--- config.mk ---
export PLATFORM = sky130hd
export DESIGN_NAME = sb_tx_arbiter
export DESIGN_NICKNAME = d
export VERILOG_FILES = /design/src/rtl/sb_tx_arbiter.sv
export SDC_FILE = /design/constraint.sdc
export NUM_CORES = 1
export LEC_CHECK = 0
export BUFFER_PORTS_ARGS = -buffer_cell sky130_fd_sc_hd__buf_2
export CORE_ASPECT_RATIO = 1.2
export CORE_MARGIN = 4
export CORE_UTILIZATION = 41
export CTS_BUF_LIST = sky130_fd_sc_hd__clkbuf_8
export DETAILED_ROUTE_END_ITERATION = 6
export PLACE_DENSITY = 0.78
export SYNTH_ARGS = -nofsm -noshare
export SYNTH_HDL_FRONTEND = slang
export SYNTH_SLANG_ARGS = --single-unit
export TNS_END_PERCENT = 10
--- constraint.sdc ---
create_clock -name clk_100MHz -period 3.7 [get_ports clk_100MHz]
set_clock_uncertainty 0.2 [all_clocks]
set_input_delay 0.37 -clock clk_100MHz [delete_from_list [all_inputs] [get_ports clk_100MHz]]
set_output_delay 0.37 -clock clk_100MHz [all_outputs]
set_load 0.02 [all_outputs]
--- src/rtl/sb_tx_arbiter.sv ---
// Round-robin arbiter that feeds one sideband message at a time into SB_TX.
// Optional ack timeout is compiled in with `define SB_ARB_TIMEOUT_EN.
module sb_tx_arbiter #(
  parameter int NUM_REQ     = 3,
  parameter int DATA_W      = 64,
  parameter int ACK_TIMEOUT = 64
) (
  input  logic                      clk_100MHz,
  input  logic                      reset_n,
  input  logic                      enable_i,
  input  logic [NUM_REQ-1:0]        req_i,
  input  logic [NUM_REQ*DATA_W-1:0] data_i,
  output logic [DATA_W-1:0]         tx_data_o,
  output logic                      tx_valid_o,
  input  logic                      tx_ack_i,
  output logic [NUM_REQ-1:0]        gnt_o,
  output logic                      done_o,
  output logic                      err_o,
  output logic                      busy_o
);

  localparam int IDX_W = (NUM_REQ > 1) ? $clog2(NUM_REQ) : 1;

  typedef enum logic [1:0] {IDLE, SEND, RELEASE} state_e;

  state_e state_q, state_d;

  logic [IDX_W-1:0]  last_gnt, win_idx, pick_idx, cand;
  logic              pick_valid;
  logic [DATA_W-1:0] pick_data;
  logic              grant_fire, ack_fire, tout_fire;

  // Search starts one past the previous winner so every requester gets a turn.
  always_comb begin
    pick_valid = 1'b0;
    pick_idx   = '0;
    cand       = '0;
    for (int i = 1; i <= NUM_REQ; i++) begin
      cand = IDX_W'((int'(last_gnt) + i) % NUM_REQ);
      if (!pick_valid && req_i[cand]) begin
        pick_valid = 1'b1;
        pick_idx   = cand;
      end
    end
  end

  always_comb begin
    pick_data = '0;
    for (int k = 0; k < NUM_REQ; k++) begin
      if (pick_idx == IDX_W'(k)) pick_data = data_i[k*DATA_W +: DATA_W];
    end
  end

  assign grant_fire = (state_q == IDLE) && enable_i && pick_valid;
  assign ack_fire   = (state_q == SEND) && tx_ack_i;

`ifdef SB_ARB_TIMEOUT_EN
  localparam int CNT_W = (ACK_TIMEOUT > 1) ? $clog2(ACK_TIMEOUT) : 1;

  logic [CNT_W-1:0] ack_cnt;
  logic             err_q;

  always_ff @(posedge clk_100MHz or negedge reset_n) begin
    if (!reset_n) begin
      ack_cnt <= '0;
      err_q   <= 1'b0;
    end else begin
      err_q <= tout_fire;
      if (state_q != SEND) ack_cnt <= '0;
      else if (!tx_ack_i)  ack_cnt <= ack_cnt + CNT_W'(1);
    end
  end

  assign tout_fire = (state_q == SEND) && !tx_ack_i &&
                     (ack_cnt == CNT_W'(ACK_TIMEOUT - 1));
  assign err_o     = err_q;
`else
  assign tout_fire = 1'b0;
  assign err_o     = 1'b0;
`endif

  always_ff @(posedge clk_100MHz or negedge reset_n) begin
    if (!reset_n) state_q <= IDLE;
    else          state_q <= state_d;
  end

  // RELEASE waits for a level ack to drop so it cannot complete a second message.
  always_comb begin
    state_d = state_q;
    case (state_q)
      IDLE:    if (grant_fire) state_d = SEND;
      SEND: begin
        if (ack_fire)       state_d = RELEASE;
        else if (tout_fire) state_d = IDLE;
      end
      RELEASE: if (!tx_ack_i) state_d = IDLE;
      default: state_d = IDLE;
    endcase
  end

  always_comb begin
    busy_o = (state_q != IDLE);
  end

  always_ff @(posedge clk_100MHz or negedge reset_n) begin
    if (!reset_n) begin
      tx_data_o  <= '0;
      tx_valid_o <= 1'b0;
      win_idx    <= '0;
      last_gnt   <= IDX_W'(NUM_REQ - 1);
      gnt_o      <= '0;
      done_o     <= 1'b0;
    end else begin
      done_o <= ack_fire;
      gnt_o  <= '0;
      if (grant_fire) begin
        tx_data_o  <= pick_data;
        tx_valid_o <= 1'b1;
        win_idx    <= pick_idx;
      end
      if (ack_fire || tout_fire) begin
        tx_valid_o <= 1'b0;
        gnt_o      <= NUM_REQ'(1) << win_idx;
        last_gnt   <= win_idx;
      end
    end
  end

endmodule

# --- After elaboration in Yosys (flattened, before gate mapping) ---
# Index checks and enable logic that the tools add are counted.
word_totals:
  regBits: 75
  inputBits: 199
  output_inout_bits: 71
  wordCells: 58
classes:
  addsub: 3
  div: 3
  order_cmp: 3
  eq_ne: 7
  shift: 1
  n_mux: 22
  reduce_logical: 12
ops:
  columns: ["cell", "n"]
  rows:
  - ["$mux 64", 3]
  - ["$mod 32x3->32 const B", 3]
  - ["$mux 2", 6]
  - ["$lt 2x3->1 const B", 3]
  - ["$mux 1", 8]
  - ["$add 2x2->3 const B", 2]
  - ["$bmux 1 s2", 3]
  - ["$ne 2x2->1 const B", 3]
  - ["$pmux 2 s3", 1]
  - ["$logic_and 1x1->1", 5]
  - ["$eq 2x1->1 const B", 2]
  - ["$eq 2x2->1 const B", 2]
  - ["$logic_not 2->1", 2]
  - ["$reduce_bool 2->1", 2]
  - ["$add 2x1->3 const B", 1]
  - ["$mux 3", 1]
  - ["$reduce_and 3->1", 1]
  - ["$shl 1x2->3 const A", 1]
  - ["$logic_not 1->1", 2]

# --- Longest topological paths before layout ---
# Gate-level depths: netlist of the first run.
depth:
  ltp_word: 15
  ltp_mapped: 10
  mapped_depth_nobuf: 7

# --- Worst setup path after synthesis of the first run ---
# Ideal clock, no wire load.
synth_path:
  kind: "register to register"
  startpoint: "register last_gnt[1]"
  endpoint: "register tx_data_o[2]"
  setup_ns: 0.122
  arrival_time_ns: 2.230
  t_required_ns: 3.378
  setup_slack_ns: 1.148
  path_stages_with_launch: 9
  path_buffers: 2
  cell_sequence: "dfstp_2 ha_1 buf_6 or2_1 a22o_4 o31ai_4 buf_4 o31ai_1 a32o_1"
synth_between:
  elab_chain_cells: 15
synth_rtl:
  columns: ["item", "line_no", "rtl"]
  rows:
  - ["start: declaration", "28", "logic [IDX_W-1:0] last_gnt, win_idx, pick_idx, cand;"]
  - ["start signal: assignment", "110", "last_gnt <= IDX_W'(NUM_REQ - 1);"]
  - ["start signal: assignment", "124", "last_gnt <= win_idx;"]
  - ["$add 2x1->3", "39", "cand = IDX_W'((int'(last_gnt) + i) % NUM_REQ);"]
  - ["$mod 32x3->32", "39", null]
  - ["$bmux 1 s2", "40", "if (!pick_valid && req_i[cand]) begin"]
  - ["$mux 1 (not written as such)", "40", null]
  - ["$mux 1", "40", null]
  - ["$logic_not 1->1", "40", null]
  - ["$logic_and 1x1->1", "40", null]
  - ["$mux 1", "40", null]
  - ["$logic_not 1->1", "40", null]
  - ["$logic_and 1x1->1", "40", null]
  - ["$mux 2", "40", null]
  - ["$logic_not 2->1", "50", "if (pick_idx == IDX_W'(k)) pick_data = data_i[k*DATA_W +: DATA_W];"]
  - ["$mux 64 (3 in a row)", "50", null]
  - ["end signal: assignment", "117", "tx_data_o <= pick_data;"]
  - ["end: declaration", "13", "output logic [DATA_W-1:0] tx_data_o,"]
# Several ways; a longest one is shown, not always the timed one. The select of a mux whose other input is x is not followed.
# A chain may end at the register's enable or synchronous reset.

# --- Final worst setup path of the first run ---
layout_path:
  startpoint: "register last_gnt[0]"
  endpoint: "register tx_data_o[60]"
# Same word-level chain as after synthesis.

==> results.toml, run 1 <==
[pwr]
worst_ir_drop_vdd_uv = 513
powerDensity_nw_per_um2 = 940
power.leakage_nw = 2.75
power_mw = 5.46

[synthesis]
netlist_area_um2 = 4270
avgSynthCellArea_um2 = 9.31
yosys.area.top_type = "dfrtp_1"
synth_edf_count = 0
synth_top_cells_by_area = "dfrtp_1 (43%), a32oi_1 (9.6%), a21oi_1 (8.1%)"
yosysUniqueCellTypes = 48
ys.flop_type = "dfrtp_1"
syn_inst = 459
synth_warnings = 0
seq_area_frac_synth_pct = 44.0
yosysMostFrequentCell = "dfrtp_1"
synthTopCellsByCount = "dfrtp_1 (74), a21oi_1 (69), nor2_1 (57)"
ys_seq_elements = 75
synth-async-reset-ratio_pct = 100
synth.top_cell.area_share_pct = 43.3
synth_nets = 661

[clock_tree]
clkTransAtPathRegs_ns = 0.08
cts_made_buffers = 9
tritoncts = "yes"
htreeDepth = 3
cts-hold-fix-buffers = 1
cts_setup_buffers = 0
ctsResizeCount = 0
clk-insertion-delay-late_ns = 0.34
cts_sinks = 75
cts_max_path_buffers = 2
clk_root_buffer_cell = "clkbuf_8"

[timing]
rsz0062_at_grt = "false"
hold_ws_ns = 0.0849
max_freq_mhz = 318
hold_viol_final = 0
fin_ws_ns = 0.554
fin_tns_setup_ns = 0
tightest_slew_ns = 0.941
timing.final.crit_share_pct = 85.0
slew_headroom_pct = 37.1
fin_crit_ns = 3.15
slew_violations = 0
setup-violations-final = 0

[route]
drc = 0
antenna_left = 0
dr_total_vias = 4681
routed_wirelength_um = 14500
drtIter0Drc = 221
wl_per_cell_um = 17.3
viasPerCell = 5.59
dr.pass1.iters = 6

[grt]
grtUsageMet3_pct = 4.48
overflow = 0
grtUsageTotal_pct = 23.3
grt_pass1_wl_um = 22500
grt_pass1_vias = 4733
antenna_found_initial = 0
grt_util_met1_pct = 25.8
grt-busiest-layer = "met2"
grt_use_met2_pct = 41.9
grt_max_degree = 76

[run]
cap_viol_max_count = 0

[outcome]
status = "finished, final reports clean"

[setup_path]
cpLargestDelayFamily = "simple AND/OR/NAND/NOR gates"
cp.required_ns = 3.76
critical_path_buf_inv_count = 2
max_stage_delay_ns = 0.63
slowest_stage = "or2_1"
cp_cell_sequence = "inv_1 > ha_1 > or2_1 > a2111oi_1 > or2_1 > buf_4 > a21oi_1 > a21oi_1"
arrival_ns = 3.21
startpoint_type = "register"
end_kind = "register"
crit_type = "register to register"
crit_fanout = 19

[layout]
fin_nets = 908
antenna_cells = 0
fin_cells = 837
nFillCells = 913
drive_gt1_share_pct = 43.0
area_delta_synth_final_pct = 36.1

[placed_design]
gp_congestion = 0.884
place_inst = 819
numPortBuffers = 268
hpwlAfterDp_um = 11100
pre_cts_ws_ns = 0.599

[floorplanning]
die-height_um = 120
initial_core_util_pct = 42.3
fp.dieW_um = 101
rows = 40
die_area_um2 = 12100
pin_count = 270
coreArea_um2 = 10100

[min_path]
min_path_type = "primary input to register"
==> power by group <==
part	total (mW)	leakage (nW)	switching, mW	internal (mW)
Clock	0.619	0.0950	0.310	0.309
Combinational	3.37	1.79	2.14	1.24
Sequential	1.47	0.866	0.234	1.24
==> worst paths after layout <==
kind / slack [ns] / endpoint / cells past startpoint / start
max in group asynchronous: 2.18 / tx_data_o[16] / 2 / reset_n
setup / recovery: 0.55 / tx_data_o[60] / 8 / last_gnt[0]
setup reg to reg: 0.55 / tx_data_o[60] / 8 / last_gnt[0]
hold reg to reg: 0.30 / tx_valid_o / 2 / tx_valid_o
hold / removal: 0.08 / tx_data_o[43] / 3 / data_i[107]
min in group asynchronous: 0.51 / tx_data_o[58] / 2 / reset_n
==> sequential cells by signal, summed over array words and instances, names as in the netlist <==
register and flops:
done_o 1, gnt_o 3, last_gnt 2, state_q 2, tx_data_o 64, tx_valid_o 1, win_idx 2
==> cell usage in the layout, fill, tap and decap left out, types with 4 or more instances in the layout <==
master    netlist  layout
dfrtp_1        74      74
clkbuf_8        0       9
nand2_1        11      10
inv_1          17      17
mux2i_1         4       4
a21oi_1        69      69
buf_4          10      11
o32ai_1         5       5
buf_2          13     267
o21ai_0         8       8
or3_1          10      10
a32oi_1        47      47
a32o_1         10      10
or2b_1          5       5
nor2b_1         4       4
o21ai_1        10      10
nand2b_1       21      21
nor2_1         57      57
a31oi_1        13      13
o31ai_1        11      11
==> cell families (layout without fill, tap and decap cells) <==
family / count (synthesis) / after routing / synth area share, %
adder cells (fa/ha/maj): 3 / 3 / 0.879
AND/OR/NAND/NOR: 123 / 123 / 14.4
flip-flops: 75 / 75 / 44.0
other: 1 / 1 / 0.0878
AO/OA/AOI/OAI: 192 / 192 / 31.9
buffers and inverters: 61 / 313 / 7.85
multiplexers: 4 / 4 / 0.937
==> tightest hold or removal path, stage by stage <==
cell      delay, ns
buf_2          0.09
nand2b_1       0.06
a31oi_1        0.08
==> area by class of cell <==
| type | instances | area (µm²) | share of cell area [%] |
|---|---|---|---|
| multi-input combinational | 323 | 2080 | 35.8 |
| sequential | 75 | 1880 | 32.3 |
| timing repair buffer | 280 | 1440 | 24.7 |
| clock buffer | 9 | 124 | 2.13 |
| clock inverter | 7 | 68.8 | 1.18 |
| inverter | 17 | 63.8 | 1.10 |
| tap | 126 | 158 | 2.71 |
==> per-stage QoR <==
step / area [µm²] / util, %
floorplan: 4270 / -
global placement: 5600 / 55.4
detailed placement: 5600 / 55.4
CTS: 5800 / 57.4
global route: 5810 / 57.5
finish: 5810 / 57.5
==> layer usage <==
metal / vias up / part of all wire (%)
met2: 246 / 52
met4: 0 / 3.7
met1: 2188 / 36
met5: - / 0
met3: 36 / 8.7
li1: 2211 / -
Note: power is estimated with default switching activity, not from simulation.
==> run 2: changes to the inputs <==
CORE_UTILIZATION = 44   (was 41)
CTS_CLUSTER_DIAMETER = 150   (was default)
PLACE_DENSITY = 0.82   (was 0.78)
==> run 2 against run 1 <==
Against the previous run: design area down 0.37%; critical path depth unchanged; global-route usage up 1.5 points; critical path type unchanged; largest power group unchanged; highest routed layer unchanged.
==> results.toml, run 2 (synthesis results as in run 1) <==
[layout]
largest_register = "tx_data_o"
antenna_cells = 0
drive_gt1_share_pct = 43.0
layout.cells.most_common = "buf_2"
area_delta_synth_final_pct = 35.6
final_area_um2 = 5790
fin_util_pct = 60.9
reg.largest.list = "tx_data_o: 64 flops, gnt_o: 3 flops"
fin_nets = 907
register_area_um2 = 1880
nFillCells = 841
final_cell_mix = "buf_2 (267), dfrtp_1 (74), a21oi_1 (69)"
largest_reg_flops = 64
multi_input_area_um2 = 2080

[pwr]
powerDensity_nw_per_um2 = 942
power.leakage_nw = 2.74
power_mw = 5.46
worst_ir_drop_vdd_uv = 557

[clock_tree]
cts_setup_buffers = 0
cts-hold-fix-buffers = 1
clk-insertion-delay-late_ns = 0.35
cts_sinks = 75
ctsResizeCount = 0
tritoncts = "yes"
clkTransAtPathRegs_ns = 0.08
cts_max_path_buffers = 2
cts_made_buffers = 9
clk_root_buffer_cell = "clkbuf_8"
htreeDepth = 3

[route]
drc = 0
dr.pass1.iters = 5
antenna_left = 0
viasPerCell = 5.74
drtIter0Drc = 270
dr_total_vias = 4778
met3RoutedLength_um = 1330
routed-wl-met2_um = 7700
wl_per_cell_um = 17.7
met1_length_um = 5420
topRoutingLayerUsed = "met4"
routed_wirelength_um = 14800

[setup_path]
cp.required_ns = 3.76
arrival_ns = 3.28
cp_cell_sequence = "inv_1 > ha_1 > and2b_1 > o21a_2 > a211o_1 > buf_4 > a32oi_1 > a21oi_1"
max_stage_delay_ns = 0.73
end_kind = "register"
startpoint_type = "register"
crit_type = "register to register"
slowest_stage = "a211o_1"
crit_fanout = 28

[floorplanning]
die_area_um2 = 11400
initial_core_util_pct = 44.9
pin_count = 270
coreArea_um2 = 9520
die-height_um = 116
fp.dieW_um = 98.0
rows = 39

[grt]
overflow = 0
grt_max_degree = 76
grt_pass1_vias = 4709
antenna_found_initial = 0
grt_pass1_wl_um = 22700
grtUsageTotal_pct = 24.8

[timing]
fin_crit_ns = 3.22
hold_viol_final = 0
tightest_slew_ns = 0.951
rsz0062_at_grt = "false"
setup-violations-final = 0
max_freq_mhz = 311
timing.final.crit_share_pct = 86.9
slew_violations = 0
fin_tns_setup_ns = 0
slew_headroom_pct = 36.6

[placed_design]
numPortBuffers = 268
hpwlAfterDp_um = 11100
placed_area_um2 = 5600
gp_congestion = 0.914

[run]
cap_viol_max_count = 0

[min_path]
min_path_type = "primary input to register"

[outcome]
status = "finished, final reports clean"
==> run 2: layer usage <==
metal | vias to the layer above | track usage [%]
met3 | 29 | 6.50
met4 | 0 | 9.33
met5 | - | 0
met2 | 269 | 43.7
met1 | 2273 | 29.1
li1 | 2207 | -
==> run 2: final timing paths <==
kind,endpoint,startpoint,depth (start not counted),slack (ns)
max in group asynchronous,tx_data_o[42],reset_n,2,2.17
min in group asynchronous,tx_data_o[2],reset_n,2,0.51
worst max register to register,tx_data_o[45],last_gnt[1],8,0.48
worst min-delay path,state_q[0],tx_ack_i,2,0.02
worst max-delay path,tx_data_o[45],last_gnt[1],8,0.48
worst min register to register,tx_data_o[2],tx_data_o[2],1,0.30
==> run 2: critical path: cells and delay by family (launching register included) <==
family	cells	cell delay (ns)
compound gates	4	1.31
flops	1	0.54
buf+inv	2	0.45
simple gates	1	0.31
fa+ha+maj	1	0.29
==> run 2: metrics by stage <==
stage | hold WS, ns | instances | setup slack (ns)
4_1_cts | 0.00810 | 833 | 0.518
5_1_grt | 0.0114 | 833 | 0.229
3_3_place_gp | 0.271 | 816 | 0.700
2_1_floorplan | -0.126 | 459 | 1.15
6_report | 0.0244 | 833 | 0.484
3_5_place_dp | 0.281 | 816 | 0.545
==> run 2: area by class of cell <==
class / count / share of cell area [%]
Timing Repair Buffer: 279 / 24.7
Clock inverter: 5 / 0.626
Inverter: 17 / 1.10
Multi-Input combinational cell: 323 / 35.9
Tap cell: 123 / 2.66
Sequential cell: 75 / 32.4
Clock buffer: 11 / 2.61
==> run 2: report_power, final <==
part	leakage [nW]	internal, mW	switching [mW]	total, mW
sequential	0.866	1.24	0.229	1.47
combinational	1.78	1.24	2.15	3.39
clock	0.0880	0.282	0.324	0.605
